File: src/rtl/game_counter_pkg.sv
// Shared types for the game counter: host control modes, FSM states and the
// game-over "who" encoding.
package game_counter_pkg;

  typedef enum logic [1:0] {
    UP_SMALL = 2'b00,
    UP_LARGE = 2'b01,
    DN_SMALL = 2'b10,
    DN_LARGE = 2'b11
  } ctrl_mode_e;

  typedef enum logic [1:0] {
    IDLE = 2'b00,
    RUN  = 2'b01,
    OVER = 2'b10
  } state_e;

  typedef enum logic [1:0] {
    WHO_NONE   = 2'b00,
    WHO_LOSER  = 2'b01,
    WHO_WINNER = 2'b10
  } who_e;

endpackage

File: src/rtl/game_counter_mc_score_tracker.sv
// One side's score register. Clears on clr, increments on inc, and flags hit
// combinationally on the edge where the score is about to reach SCORE_LIMIT.
module score_tracker #(
  parameter int SCORE_W     = 4,
  parameter int SCORE_LIMIT = 15
) (
  input  logic               clk,
  input  logic               rst_l,
  input  logic               clr,
  input  logic               inc,
  output logic [SCORE_W-1:0] score,
  output logic               hit
);

  localparam logic [SCORE_W-1:0] LIMIT_V = SCORE_W'(SCORE_LIMIT);

  logic [SCORE_W-1:0] score_q;
  logic [SCORE_W-1:0] score_d;
  logic [SCORE_W-1:0] score_inc;

  assign score_inc = score_q + 1'b1;

  always_comb begin
    score_d = score_q;
    if (clr) begin
      score_d = '0;
    end else if (inc) begin
      score_d = score_inc;
    end
  end

  // Combinational so the FSM can move to OVER on the same edge as the increment.
  assign hit = inc && !clr && (score_inc == LIMIT_V);

  always_ff @(posedge clk or negedge rst_l) begin
    if (!rst_l) begin
      score_q <= '0;
    end else begin
      score_q <= score_d;
    end
  end

  assign score = score_q;

endmodule

File: src/rtl/game_counter_mc.sv
// Multi-mode up/down game counter with per-side scores and acknowledged game over.
// Define GAME_COUNTER_SAT_EN to make the counter saturate instead of wrapping.
module game_counter_mc
  import game_counter_pkg::*;
#(
  parameter int CNT_W       = 4,
  parameter int SCORE_W     = 4,
  parameter int SCORE_LIMIT = 15,
  parameter int STEP_SMALL  = 1,
  parameter int STEP_LARGE  = 2
) (
  input  logic               clk,
  input  logic               rst_l,
  input  logic [1:0]         ctrl,
  input  logic               en,
  input  logic               init,
  input  logic [CNT_W-1:0]   load_value,
  input  logic               ack,
  output logic [CNT_W-1:0]   count,
  output logic               loser,
  output logic               winner,
  output logic [SCORE_W-1:0] loser_score,
  output logic [SCORE_W-1:0] winner_score,
  output logic [1:0]         who,
  output logic               gameover
);

  localparam logic [CNT_W-1:0] CNT_MAX = {CNT_W{1'b1}};
  localparam logic [CNT_W-1:0] STEP_S  = CNT_W'(STEP_SMALL);
  localparam logic [CNT_W-1:0] STEP_L  = CNT_W'(STEP_LARGE);

  state_e           state_q, state_d;
  logic [CNT_W-1:0] count_q, count_d;
  logic             loser_q, loser_d;
  logic             winner_q, winner_d;
  who_e             who_q, who_d;
  logic             gameover_q, gameover_d;

  logic             loser_inc, winner_inc;
  logic             loser_hit, winner_hit;
  logic [CNT_W-1:0] step;
  logic             down;
  logic [CNT_W-1:0] count_step;

  always_comb begin
    step = STEP_S;
    down = 1'b0;
    case (ctrl_mode_e'(ctrl))
      UP_SMALL: begin step = STEP_S; down = 1'b0; end
      UP_LARGE: begin step = STEP_L; down = 1'b0; end
      DN_SMALL: begin step = STEP_S; down = 1'b1; end
      DN_LARGE: begin step = STEP_L; down = 1'b1; end
      default:  begin step = STEP_S; down = 1'b0; end
    endcase
`ifdef GAME_COUNTER_SAT_EN
    if (down) begin
      count_step = (count_q < step) ? '0 : count_q - step;
    end else begin
      count_step = (step > (CNT_MAX - count_q)) ? CNT_MAX : count_q + step;
    end
`else
    count_step = down ? count_q - step : count_q + step;
`endif
  end

  always_comb begin
    state_d    = state_q;
    count_d    = count_q;
    loser_d    = 1'b0;
    winner_d   = 1'b0;
    who_d      = who_q;
    gameover_d = gameover_q;
    loser_inc  = 1'b0;
    winner_inc = 1'b0;
    if (init) begin
      state_d    = RUN;
      count_d    = load_value;
      who_d      = WHO_NONE;
      gameover_d = 1'b0;
    end else begin
      case (state_q)
        RUN: begin
          if (en) begin
            // Detection looks at the count before this edge's update.
            loser_inc  = (count_q == '0);
            winner_inc = !loser_inc && (count_q == CNT_MAX);
            loser_d    = loser_inc;
            winner_d   = winner_inc;
            count_d    = count_step;
            if (loser_hit) begin
              state_d    = OVER;
              gameover_d = 1'b1;
              who_d      = WHO_LOSER;
            end else if (winner_hit) begin
              state_d    = OVER;
              gameover_d = 1'b1;
              who_d      = WHO_WINNER;
            end
          end
        end
        OVER: begin
          if (ack) begin
            state_d    = IDLE;
            gameover_d = 1'b0;
            who_d      = WHO_NONE;
          end
        end
        default: ;
      endcase
    end
  end

  always_ff @(posedge clk or negedge rst_l) begin
    if (!rst_l) begin
      state_q    <= IDLE;
      count_q    <= '0;
      loser_q    <= 1'b0;
      winner_q   <= 1'b0;
      who_q      <= WHO_NONE;
      gameover_q <= 1'b0;
    end else begin
      state_q    <= state_d;
      count_q    <= count_d;
      loser_q    <= loser_d;
      winner_q   <= winner_d;
      who_q      <= who_d;
      gameover_q <= gameover_d;
    end
  end

  score_tracker #(
    .SCORE_W    (SCORE_W),
    .SCORE_LIMIT(SCORE_LIMIT)
  ) u_loser_score (
    .clk  (clk),
    .rst_l(rst_l),
    .clr  (init),
    .inc  (loser_inc),
    .score(loser_score),
    .hit  (loser_hit)
  );

  score_tracker #(
    .SCORE_W    (SCORE_W),
    .SCORE_LIMIT(SCORE_LIMIT)
  ) u_winner_score (
    .clk  (clk),
    .rst_l(rst_l),
    .clr  (init),
    .inc  (winner_inc),
    .score(winner_score),
    .hit  (winner_hit)
  );

  assign count    = count_q;
  assign loser    = loser_q;
  assign winner   = winner_q;
  assign who      = who_q;
  assign gameover = gameover_q;

endmodule
File: config.mk
export PLATFORM = sky130hd
export DESIGN_NAME = game_counter_mc
export DESIGN_NICKNAME = d
export VERILOG_FILES = /design/src/rtl/game_counter_pkg.sv /design/src/rtl/game_counter_mc_score_tracker.sv /design/src/rtl/game_counter_mc.sv
export SDC_FILE = /design/constraint.sdc
export NUM_CORES = 1
export LEC_CHECK = 0
export ABC_AREA = 0
export BUFFER_PORTS_ARGS = -buffer_cell sky130_fd_sc_hd__buf_4
export CORE_MARGIN = 2
export CORE_UTILIZATION = 30
export DETAILED_ROUTE_END_ITERATION = 8
export GPL_ROUTABILITY_DRIVEN = 1
export SYNTH_ARGS = -nofsm -noshare
export SYNTH_HDL_FRONTEND = slang
export SYNTH_SLANG_ARGS = --single-unit
File: constraint.sdc
create_clock -name clk -period 2 [get_ports clk]
set_input_delay 0.4 -clock clk [delete_from_list [all_inputs] [get_ports clk]]
set_output_delay 0.4 -clock clk [all_outputs]
set_load 0.05 [all_outputs]
== Word-level counts from Yosys, hierarchy flattened ==
Index checks and enable logic that the tools add are counted.

* Output and inout bits: 17
* Bits of input ports: 11
* Register bits: 19

* Muxes and demuxes: 32
* Reduce and logical (&&, ||, !) cells: 20
* Equal/unequal tests: 11
* Add/subtract/negate cells: 4

{| class="wikitable"
|+ Operators with widths
! cell !! count
|-
| two-way mux 4 bit || 8
|-
| two-way mux 2 bit || 8
|-
| == test 4 bit, second input constant || 3
|-
| two-way mux 1 bit || 11
|-
| adder 4 x 1 -> 4 bit, second input constant || 2
|-
| one-hot mux 2 bit (2 select lines) || 2
|-
| one-hot mux 4 bit (2 select lines) || 1
|-
| nonzero test 2 bit || 4
|-
| OR reduction 2 bit || 4
|-
| == test 2 bit, second input constant || 3
|-
| != test 3 bit, second input constant || 2
|-
| logical AND 1 bit || 5
|-
| adder 4 bit || 1
|-
| == test 2 x 1 -> 1 bit, second input constant || 2
|-
| zero test 4 bit || 1
|-
| != test 4 x 3 -> 1 bit, second input constant || 1
|-
| one-hot mux 1 bit (2 select lines) || 2
|-
| AND reduction 4 bit || 1
|-
| subtractor 4 bit || 1
|-
| nonzero test 3 bit || 1
|-
| zero test 1 bit || 2
|-
| zero test 2 bit || 1
|-
| AND reduction 2 bit || 1
|}

== Longest topological paths before layout ==
* Depth in word-level cells: 13
* Mapped depth: 9

== Modules after synthesis ==
Synthesis repeated with hierarchy kept, for this count alone.

* Cells, all modules: 112
* Area, all modules: 1066.0 sq um

{| class="wikitable"
|+ By module, submodules not included
! module !! sequential area each (sq um) !! area each (sq um) !! times used !! cells each
|-
| game_counter_mc || 250.2 || 593.1 || 1 || 64
|-
| score_tracker || 100.1 || 236.5 || 2 || 24
|}

== Least setup slack after synthesis ==
Ideal clock, no wire load.

* Kind: flip-flop to flip-flop
* Start point: reg count_q[1], in the netlist count[1]
* End point: reg gameover_q, in the netlist gameover
* Data arrival time: 2.215 ns
* Period minus slack after synthesis: 2.340 ns
* Cell stages (with the launch flop): 7
* Setup slack: -0.340 ns
* Library setup time: 0.125 ns
* Path through: dfrtp_1 > inv_1 > or4_4 > buf_6 > nor4_4 > o31ai_2 > mux2_4

* Word-level cells in the longest chain between the ends: 10

{| class="wikitable"
|+ RTL lines
! element !! line !! RTL
|-
| start, declared || game_counter_mc.sv:33 || <nowiki>logic [CNT_W-1:0] count_q, count_d;</nowiki>
|-
| start signal, assigned || game_counter_mc.sv:123 || <nowiki>count_q <= count_d;</nowiki>
|-
| zero test 4 bit || game_counter_mc.sv:85 || <nowiki>loser_inc = (count_q == '0);</nowiki>
|-
| two-way mux 1 bit or zero test 1 bit (tied branches) || game_counter_mc.sv:83, game_counter_mc.sv:86 ||
|-
| two-way mux 1 bit or logical AND 1 bit (tied branches) || game_counter_mc.sv:81, game_counter_mc.sv:86 ||
|-
| two-way mux 1 bit, on equally long branches || game_counter_mc.sv:75, game_counter_mc.sv:83 ||
|-
| logical AND 1 bit or two-way mux 1 bit (tied branches) || game_counter_mc_score_tracker.sv:33, game_counter_mc.sv:81 ||
|-
| logical AND 1 bit or two-way mux 1 bit (tied branches) || game_counter_mc_score_tracker.sv:33, game_counter_mc.sv:75 ||
|-
| two-way mux 1 bit or logical AND 1 bit (tied branches) || game_counter_mc.sv:90, game_counter_mc_score_tracker.sv:33 ||
|-
| two-way mux 1 bit or logical AND 1 bit (tied branches) || game_counter_mc.sv:83, game_counter_mc_score_tracker.sv:33 ||
|-
| one-hot mux 1 bit (2 select lines) or != test 4 x 3 -> 1 bit (tied branches) || - ||
|-
| two-way mux 1 bit or AND reduction 4 bit (tied branches) || - ||
|-
| end signal, assigned || game_counter_mc.sv:127 || <nowiki>gameover_q <= gameover_d;</nowiki>
|-
| end, declared || game_counter_mc.sv:37 || <nowiki>logic gameover_q, gameover_d;</nowiki>
|}

Several ways; a longest one is shown, not always the timed one. The select of a mux whose other input is x is not followed.
A chain may end at the register's enable or synchronous reset.

== Worst setup path after layout ==
Same ends and word-level chain as after synthesis.

==> flow_metrics.py <==
metrics = {
    "finish": {
        "multi_input_area_um2": 583,
        "postLayoutCoreUtil_pct": 40.2,
        "fin_nets": 171,
        "drive_above_1_share_pct": 32.5,
        "seq_area_um2": 457,
        "num_antenna_cells": 0,
        "fill_cells": 372,
        "area_delta_synth_final_pct": 31.6,
    },
    "worst_setup_path": {
        "slowest_delay_ns": 0.56,
        "cp-start-kind": "flip-flop",
        "crit_chain": "inv_2 > or4_4 > nor4_4 > o31ai_2 > mux2_4",
        "critical-path-top-delay-family": "simple AND/OR/NAND/NOR gates",
        "cp_slowest_cell": "or4_4",
        "r2r_cells": 5,
        "arrival_ns": 2.02,
        "cp-end-kind": "flip-flop",
        "crit_cells": 5,
        "worst-path-buf-inv": 1,
        "crit_fanout": 5,
        "critical_path_class": "flip-flop to flip-flop",
        "cp.required_ns": 2.13,
    },
    "floorplanning": {
        "core.rowCount": 22,
        "io_pins": 28,
        "die_w_um": 64.6,
        "core_area_um2": 3610,
        "start_util_pct": 30.5,
        "fp.dieArea_um2": 4170,
        "die_y_um": 64.6,
    },
    "clocking": {
        "cts_root_buf": "clkbuf_8",
        "clk_pin_slew_worst_paths_ns": 0.07,
        "numCtsBuffers": 3,
        "cts_tree": "built",
        "postCtsHoldBufs": 0,
        "cts_sinks": 18,
        "htreeDepth": 1,
        "clockBufferDepth": 2,
        "clk_latency_ns": 0.25,
    },
    "worst_hold_path": {
        "hp-class": "primary input to asynchronous set/reset pin",
    },
    "yosys": {
        "synth-compound-area-share_pct": 12.2,
        "synthSimpleGateAreaFrac_pct": 22.5,
        "avgSynthCellArea_um2": 9.41,
        "synthMuxAreaShare_pct": 1.36,
        "synth_top_family_by_area": "simple AND/OR/NAND/NOR gates",
        "syn_area_um2": 1100,
        "yosysWarnings": 0,
        "synthAdderAreaFrac_pct": 9.77,
        "ys_ff_latch": 18,
        "postSynthCellCount": 117,
        "synthXorXnorAreaFrac_pct": 7.16,
        "ys_seq_area_share_pct": 40.9,
        "synth_cell_types": 34,
        "syn-num-nets": 136,
    },
    "placed_design": {
        "numPortBuffers": 27,
        "pre_cts_ws_ns": -0.0887,
        "hpwlAfterDp_um": 1780,
        "gp_congestion": 0.751,
    },
    "timing": {
        "hold_viol": 0,
        "period_share_pct": 94.4,
        "rsz0062_at_grt": "false",
        "drv_slew": 0,
        "setup_ws_ns": 0.112,
        "clock.fmax_ghz": 0.530,
        "period_needed_ns": 1.89,
        "tightest_slew_ns": 0.332,
        "setup_viol": 0,
        "setup_tns_ns": 0,
        "maxSlewHeadroom_pct": 77.7,
        "fin_worst_skew_ns": 0.00222,
    },
    "routing": {
        "drt_wl_total_um": 2260,
        "wl_per_cell_um": 11.3,
        "drc": 0,
        "num_vias": 915,
        "drtPass1Iterations": 4,
        "ant_nets": 0,
        "initialDrtViolationCount": 27,
        "via_per_inst": 4.60,
    },
    "global_routing": {
        "grtUsageTotal_pct": 12.2,
        "grt_pass1_vias": 940,
        "grt_overflow_total": 0,
        "grt_max_degree": 19,
        "grt_first_pass_wirelength_um": 3970,
        "grt_antenna_before_repair": 0,
    },
    "pwr": {
        "peakVddDrop_v": 0.000235,
        "power.density_nw_per_um2": 703,
        "p_leak_uw": 0.000714,
        "power_uw": 1020,
    },
    "run_status": {
        "outcome": "complete, no violations",
    },
    "run": {
        "drv_cap": 0,
    },
}
-- kinds of logic after synthesis --
| logic type | count (synthesis) |
|---|---|
| xor+xnor | 9 |
| flops | 18 |
| fa+ha+maj | 8 |
| compound gates | 21 |
| mux | 1 |
| simple gates | 44 |
| buf+inv | 16 |
-- per-stage QoR --
step                cells  instance area [um^2]  hold WS, ns
CTS                   199                  1450       0.0153
floorplan             117                  1110        0.104
global placement      195                  1400        0.283
global route          199                  1450       0.0153
finish                199                  1450      0.00747
detailed placement    195                  1400        0.287
-- placed cells by master (no fill, tap or decap), drive strengths merged, types with 2 or more instances in the layout --
| cell type | synthesis | layout |
|---|---|---|
| a21oi | 6 | 6 |
| o31ai | 2 | 2 |
| xor2 | 3 | 3 |
| clkbuf | 4 | 4 |
| nor2b | 3 | 3 |
| dfrtp | 18 | 18 |
| or4 | 2 | 2 |
| a21boi | 2 | 2 |
| inv | 11 | 11 |
| a21o | 2 | 2 |
| buf | 1 | 35 |
| nor4 | 2 | 2 |
| nand2 | 8 | 8 |
| ha | 7 | 7 |
| nand3 | 3 | 3 |
| nor2 | 18 | 18 |
| nand3b | 3 | 3 |
| xnor2 | 6 | 6 |
| o21ai | 6 | 6 |
-- final timing paths --
| path | startpoint | to | slack (ns) |
|---|---|---|---|
| setup / recovery | count[1] | gameover | 0.11 |
| hold / removal | rst_l | u_winner_score.score[0] | 0.007 |
| hold reg to reg | who[1] | who[1] | 0.49 |
| min in group clk | load_value[0] | count[0] | 0.36 |
| setup reg to reg | count[1] | gameover | 0.11 |
| max in group asynchronous | rst_l | count[1] | 1.77 |
-- power breakdown --
part	switching (uW)	internal, uW
sequential	30.2	394
combinational	197	142
clock	115	141
-- cell type report --
class | instances | area share, %
clock buffer | 4 | 3.11
tap | 48 | 4.15
multi-input combinational | 83 | 40.2
sequential | 18 | 31.5
inverter | 11 | 2.85
timing repair buffer | 35 | 18.1
-- cell usage after synthesis (all sizes together) --
library cell	number	area share, %
a31oi	1	0.57
nand2b	1	0.57
a21o	2	1.4
o21ai	6	2.7
nand3b	3	3.2
nand2	8	2.7
nand3	3	1.4
or4	2	1.7
nor2	18	6.1
ha	7	8.0
mux2	1	1.4
nor3b	1	0.68
inv	11	3.8
nor4	2	2.5
a21oi	6	2.7
and3b	1	0.80
buf	1	1.0
xnor2	6	4.8
nor2b	3	1.7
a32o	1	0.91
dfrtp	18	41
a211oi	1	0.68
a21boi	2	1.4
o31ai	2	1.8
xor2	3	2.4
or3	1	0.57
and3	1	0.57
fa	1	1.8
clkbuf	4	1.4
-- metal layers --
metal / vias up / part of all wire [%] / routed length (um) / global-route usage [%]
met5: - / 0 / 0 / 0
met4: 0 / 1.1 / 25 / 5.59
met3: 2 / 4.8 / 109 / 2.43
met2: 17 / 51 / 1160 / 22.9
met1: 440 / 43 / 962 / 13.1
li1: 456 / - / - / -
-- worst reg2reg max path: stages (launching register included) --
cell	delay [ns]
dfrtp_2	0.41
inv_2	0.06
or4_4	0.56
nor4_4	0.31
o31ai_2	0.12
mux2_4	0.31
-- state kept, by name, indices dropped and copies added (netlist names) --
register              count
state_q                   1
u_loser_score.score       4
winner                    1
who                       2
u_winner_score.score      4
loser                     1
count                     4
gameover                  1
-- what timing repair did --
item | 4_1_cts | 5_1_grt
endpoints found under the setup margin | 0 | 1
hold endpoints to repair | 0 | 0
buffers inserted | 0 | 0
gates resized for setup | 0 | 1
Note: power is estimated with default switching activity, not from simulation.
